File: src/rtl/bcd_scan_display_if.sv
`default_nettype none
// ============================================================================
// Module      : bcd_scan_display_if
// Description : Bus bundle between a BCD source and the multiplexed
//               seven-segment scanner.
//               master : drives bcd_in, load, blank_lz; observes display outputs
//               slave  : the scanner; consumes the BCD word, drives seg,
//                        dig_sel, bcd_err and valid
// Ports       : bcd_in[4*NUM_DIGITS], load, blank_lz  (source -> scanner)
//               seg[7], dig_sel[NUM_DIGITS], bcd_err, valid (scanner -> pins)
// Revision    : 1.0  initial release
// ============================================================================
interface bcd_scan_display_if #(
    parameter int NUM_DIGITS = 3
);
    logic [4*NUM_DIGITS-1:0] bcd_in;
    logic                    load;
    logic                    blank_lz;
    logic [6:0]              seg;
    logic [NUM_DIGITS-1:0]   dig_sel;
    logic                    bcd_err;
    logic                    valid;

    modport master (
        output bcd_in, load, blank_lz,
        input  seg, dig_sel, bcd_err, valid
    );

    modport slave (
        input  bcd_in, load, blank_lz,
        output seg, dig_sel, bcd_err, valid
    );
endinterface
`default_nettype wire

File: src/rtl/bcd_scan_display.sv
`default_nettype none
// ============================================================================
// Module      : bcd_scan_display
// Description : Latches a packed BCD word on a load strobe and time-multiplexes
//               its digits onto a shared seven-segment bus with a rotating
//               one-hot digit enable. Optional leading-zero blanking; flags
//               any nibble above 9. All outputs registered.
// Ports       : clk      - system clock
//               rst_n    - asynchronous active-low reset
//               bus      - slave side of bcd_scan_display_if
//                          (bcd_in, load, blank_lz in; seg, dig_sel,
//                           bcd_err, valid out)
// Revision    : 1.0  initial release
// ============================================================================
module bcd_scan_display #(
    parameter int NUM_DIGITS  = 3,
    parameter int REFRESH_DIV = 50000,
    parameter bit ACTIVE_LOW  = 1'b1
) (
    input  wire logic         clk,
    input  wire logic         rst_n,
    bcd_scan_display_if.slave bus
);

    localparam int PRESC_W = $clog2(REFRESH_DIV);
    localparam int IDX_W   = (NUM_DIGITS > 1) ? $clog2(NUM_DIGITS) : 1;

    localparam logic [PRESC_W-1:0]    PRESC_LAST = PRESC_W'(REFRESH_DIV - 1);
    localparam logic [IDX_W-1:0]      IDX_LAST   = IDX_W'(NUM_DIGITS - 1);
    // XOR masks: inactive level and polarity flip are the same pattern
    localparam logic [6:0]            SEG_POL    = {7{ACTIVE_LOW}};
    localparam logic [NUM_DIGITS-1:0] DIG_POL    = {NUM_DIGITS{ACTIVE_LOW}};

    typedef enum logic [0:0] {
        ST_IDLE = 1'b0,
        ST_SCAN = 1'b1
    } state_t;

    state_t                  state_q,   state_d;
    logic [4*NUM_DIGITS-1:0] latch_q,   latch_d;
    logic [PRESC_W-1:0]      presc_q,   presc_d;
    logic [IDX_W-1:0]        idx_q,     idx_d;
    logic [6:0]              seg_q,     seg_d;
    logic [NUM_DIGITS-1:0]   dig_sel_q, dig_sel_d;
    logic                    bcd_err_q, bcd_err_d;
    logic                    valid_q,   valid_d;

    logic [3:0]              cur_nib;
    logic                    cur_blank;
    logic                    lz_run;
    logic [NUM_DIGITS-1:0]   dig_onehot;
    logic [6:0]              seg_act;

    // Segment pattern {g,f,e,d,c,b,a}, active-high; non-decimal shows a dash
    function automatic logic [6:0] decode_digit(input logic [3:0] nib);
        case (nib)
            4'd0:    decode_digit = 7'b0111111;
            4'd1:    decode_digit = 7'b0000110;
            4'd2:    decode_digit = 7'b1011011;
            4'd3:    decode_digit = 7'b1001111;
            4'd4:    decode_digit = 7'b1100110;
            4'd5:    decode_digit = 7'b1101101;
            4'd6:    decode_digit = 7'b1111101;
            4'd7:    decode_digit = 7'b0000111;
            4'd8:    decode_digit = 7'b1111111;
            4'd9:    decode_digit = 7'b1101111;
            default: decode_digit = 7'b1000000;
        endcase
    endfunction

    always_comb begin
        state_d    = state_q;
        latch_d    = bus.load ? bus.bcd_in : latch_q;
        presc_d    = presc_q;
        idx_d      = idx_q;
        cur_nib    = 4'd0;
        cur_blank  = 1'b0;
        dig_onehot = '0;
        lz_run     = bus.blank_lz;
        bcd_err_d  = 1'b0;

        if (state_q == ST_IDLE && bus.load) begin
            state_d = ST_SCAN;
        end

        // Prescaler and index only run once scanning; loads never touch them
        if (state_q == ST_SCAN) begin
            if (presc_q == PRESC_LAST) begin
                presc_d = '0;
                idx_d   = (idx_q == IDX_LAST) ? '0 : idx_q + 1'b1;
            end else begin
                presc_d = presc_q + 1'b1;
            end
        end

        // Walk from the most significant digit down: lz_run stays high only
        // while this nibble and every nibble above it are zero.
        for (int i = NUM_DIGITS - 1; i >= 0; i--) begin
            lz_run = lz_run && (latch_q[4*i +: 4] == 4'd0);
            if (latch_q[4*i +: 4] > 4'd9) begin
                bcd_err_d = 1'b1;
            end
            if (idx_q == IDX_W'(i)) begin
                cur_nib       = latch_q[4*i +: 4];
                cur_blank     = lz_run && (i != 0);
                dig_onehot[i] = 1'b1;
            end
        end

        seg_act = cur_blank ? 7'd0 : decode_digit(cur_nib);

        if (state_q == ST_SCAN) begin
            seg_d     = seg_act ^ SEG_POL;
            dig_sel_d = dig_onehot ^ DIG_POL;
            valid_d   = 1'b1;
        end else begin
            seg_d     = SEG_POL;
            dig_sel_d = DIG_POL;
            valid_d   = 1'b0;
        end
    end

    always_ff @(posedge clk or negedge rst_n) begin
        if (!rst_n) begin
            state_q   <= ST_IDLE;
            latch_q   <= '0;
            presc_q   <= '0;
            idx_q     <= '0;
            seg_q     <= SEG_POL;
            dig_sel_q <= DIG_POL;
            bcd_err_q <= 1'b0;
            valid_q   <= 1'b0;
        end else begin
            state_q   <= state_d;
            latch_q   <= latch_d;
            presc_q   <= presc_d;
            idx_q     <= idx_d;
            seg_q     <= seg_d;
            dig_sel_q <= dig_sel_d;
            bcd_err_q <= bcd_err_d;
            valid_q   <= valid_d;
        end
    end

    assign bus.seg     = seg_q;
    assign bus.dig_sel = dig_sel_q;
    assign bus.bcd_err = bcd_err_q;
    assign bus.valid   = valid_q;

endmodule
`default_nettype wire

File: src/flat_wrapper.sv
// flat-port wrapper written by rule: the top's interface ports become plain ports
module bcd_scan_display_flat 
#(
    parameter int NUM_DIGITS  = 3,
    parameter int REFRESH_DIV = 50000,
    parameter bit ACTIVE_LOW  = 1'b1
)
  (clk, rst_n, bus_bcd_in, bus_load, bus_blank_lz, bus_seg, bus_dig_sel, bus_bcd_err, bus_valid);
  bcd_scan_display_if #(.NUM_DIGITS(NUM_DIGITS)) bus_i ();
  input  wire logic clk;
  input  wire logic rst_n;
  input wire logic [$bits(bus_i.bcd_in)-1:0] bus_bcd_in;
  input wire logic [$bits(bus_i.load)-1:0] bus_load;
  input wire logic [$bits(bus_i.blank_lz)-1:0] bus_blank_lz;
  output wire logic [$bits(bus_i.seg)-1:0] bus_seg;
  output wire logic [$bits(bus_i.dig_sel)-1:0] bus_dig_sel;
  output wire logic [$bits(bus_i.bcd_err)-1:0] bus_bcd_err;
  output wire logic [$bits(bus_i.valid)-1:0] bus_valid;
  assign bus_i.bcd_in = bus_bcd_in;
  assign bus_i.load = bus_load;
  assign bus_i.blank_lz = bus_blank_lz;
  assign bus_seg = bus_i.seg;
  assign bus_dig_sel = bus_i.dig_sel;
  assign bus_bcd_err = bus_i.bcd_err;
  assign bus_valid = bus_i.valid;
  bcd_scan_display #(.NUM_DIGITS(NUM_DIGITS), .REFRESH_DIV(REFRESH_DIV), .ACTIVE_LOW(ACTIVE_LOW)) u_core (.clk(clk), .rst_n(rst_n), .bus(bus_i));
endmodule
File: config.mk
export PLATFORM = sky130hd
export DESIGN_NAME = bcd_scan_display_flat
export DESIGN_NICKNAME = d
export VERILOG_FILES = /design/src/rtl/bcd_scan_display_if.sv /design/src/rtl/bcd_scan_display.sv /design/src/flat_wrapper.sv
export SDC_FILE = /design/constraint.sdc
export NUM_CORES = 1
export LEC_CHECK = 0
export CAP_MARGIN = 20
export CORE_ASPECT_RATIO = 0.6
export CORE_MARGIN = 5
export CORE_UTILIZATION = 40
export CTS_BUF_LIST = sky130_fd_sc_hd__clkbuf_16
export DETAILED_ROUTE_END_ITERATION = 6
export PLACE_DENSITY_LB_ADDON = 0.1
export SETUP_SLACK_MARGIN = 0.3
export SYNTH_ARGS = -nofsm -noshare
export SYNTH_HDL_FRONTEND = slang
export SYNTH_SLANG_ARGS = --single-unit
File: constraint.sdc
create_clock -name clk -period 3.3 [get_ports clk]
set_input_delay 0.66 -clock clk [delete_from_list [all_inputs] [get_ports clk]]
set_output_delay 0.66 -clock clk [all_outputs]
set_load 0.05 [all_outputs]
==> results.ini <==
[floorplanning]
initial_core_util_pct = 41.7
die_x_um = 104
ios = 28
coreArea_mm2 = 0.00513
num_rows = 20
die_y_um = 66.6
dieArea_mm2 = 0.00696

[worst_setup_path]
critPathCaptureType = output port
worst_setup_path_start_kind = flop
cp_slowest_stage_delay_ns = 0.80
cp_num_buf_inv = 1
cp_cell_sequence = clkdlybuf4s50_1
crit_required_ns = 2.64
r2r-start = u_core.idx_q[0]
crit_family = buffers and inverters
crit_fanout = 1
startpoint = u_core.bus.seg[4]
cp.arrival_ns = 1.59
critPathKind = flop to output port
crit_slowest_cell = clkdlybuf4s50_1

[clock_tree]
clk_pin_slew_ns = 0.06
ctsResizeCount = 0
post_cts_buffers = 0
cts.sinks = 43
cts.htree.levels = 2
clk_latency_ns = 0.28
cts_tree = yes
clockBufferDepth = 2
postCtsHoldBufs = 0
cts_buffers = 5
cts_root_buf = clkbuf_16

[route]
dr_wl_met3_um = 245
drcViolationCount = 0
num_vias = 1372
dr.pass1.iters = 4
vias_per_cell = 5.14
drt-initial-drc-count = 48
totalWireLength_um = 4030
wl_met1_um = 2190
top_layer = met4
wl_met2_um = 1530
antenna_left = 0
wire_per_inst_um = 15.1

[sta]
slew_viol_final = 0
hold_viol_final = 0
finalClockSkew_ns = 0.00347
setup_viol = 0
fin_crit_sh_pct = 68.2
max_freq_ghz = 0.445
worst_slack_ns = 1.05
period_needed_ns = 2.25
worst_pin_slew_ns = 0.559
rsz0062_at_grt = false
setup_tns_ns = 0
relSlewSlack_pct = 62.6

[synth]
synth_area_mm2 = 0.00214
syn-num-nets = 193
synth_edf_count = 0
ys.flop_type = dfrtp_1
async_flop_share_pct = 100
synth.avg_cell_area_um2 = 12.5
synth-seq-cells = 43
yosysSeqAreaShare_pct = 50.9
postSynthCellCount = 171
synth_cell_types = 44
yosysWarnings = 0

[global_routing]
grt_pass1_wl_um = 6820
grt_overflow = 0
antenna_found_initial = 0
grt_max_degree = 44
grtUsageTotal_pct = 12.6
grt_pass1_vias = 1348

[pwr]
power_leakage_nw = 1.10
power_density_mw_per_mm2 = 558
vdd_ir_drop_max_mv = 0.212

[cells_and_area]
final_common_cell = dfrtp_1
drive_gt1_share_pct = 21.9
fill_cells = 450
nets = 222
fin_util_pct = 50.5
diodes = 0
final_area_mm2 = 0.00259
multi_input_area_um2 = 975
regArea_mm2 = 0.00109
final_cell_mix = dfrtp_1 (33), clkdlybuf4s50_1 (26), mux2i_1 (12), mux2_2 (12), nand2_1 (11)
area_delta_synth_final_pct = 21.1

[place]
pre_cts_ws_ns = 1.28
placed_area_mm2 = 0.00243
hpwlAfterDp_um = 2950
gp_congestion = 0.812
numPortBuffers = 27

[job]
cap_violations = 0

[run_status]
status = finished, final reports clean

[min_path]
hold_class = input port to asynchronous set/reset pin

==> power by group <==
group / switching [mW] / internal [mW]
Sequential: 0.0832 / 0.608
Combinational: 0.173 / 0.129
Clock: 0.182 / 0.272
==> state kept, by name, summed over array words and instances (netlist names) <==
name,flops
u_core.bus.dig_sel,3
u_core.latch_q,12
u_core.idx_q,2
u_core.bus.seg,7
u_core.presc_q,16
u_core.state_q,1
u_core.bus.bcd_err,1
u_core.bus.valid,1
==> cells in the mapped netlist (all sizes together) (4+ instances only) <==
cell type	instances	area share, %
ha	6	3.5
dfstp	10	12
o21ai	9	2.3
buf	5	2.3
nor2	5	0.99
o211ai	4	1.4
xnor2	5	2.0
inv	6	1.1
mux2	14	7.7
o2bb2ai	4	3.4
mux2i	12	5.6
dfrtp	33	39
xor2	4	1.6
nand2	12	2.2
nor4	6	2.7
nand4	7	2.8
nand3	5	1.2
and3	4	1.2
==> through the flow <==
stage	total power, mW	instances	hold slack [ns]
6_report	1.45	267	0.177
5_1_grt	1.54	267	0.166
4_1_cts	1.46	266	0.500
3_5_place_dp	0.998	258	0.492
3_3_place_gp	0.988	258	0.470
2_1_floorplan	0.891	171	0.364
==> cell type report <==
cell class | instances | share of cell area (%)
flip-flops and latches | 43 | 42.0
multi-input cells | 116 | 37.6
repair buffers | 28 | 11.0
clock buffers | 5 | 4.83
well taps | 66 | 3.19
inverters | 6 | 0.870
clock inverters | 3 | 0.435
==> layer usage <==
metal / track usage [%] / vias up
met4: 5.33 / 0
met1: 18.3 / 662
met2: 16.6 / 32
li1: - / 673
met5: 0 / -
met3: 4.55 / 5
==> logic make-up after synthesis <==
kind of cell	Yosys count	synth area share, %
compound gates	23	8.89
xor+xnor	9	3.69
fa+ha+maj	6	3.51
buf+inv	12	3.51
flops	43	50.9
mux	26	13.3
simple gates	52	16.2
==> worst paths after layout <==
kind / to / slack [ns] / cells past startpoint
worst min register to register: u_core.presc_q[15] / 0.50 / 1
min in group clk: u_core.presc_q[15] / 0.50 / 1
worst max register to register: u_core.bus.seg[3] / 1.30 / 6
max in group asynchronous: u_core.bus.seg[2] / 2.64 / 2
worst min-delay path: u_core.presc_q[7] / 0.18 / 1
worst max-delay path: bus_seg[4] / 1.05 / 1
Power figures use the tool's default switching activity.
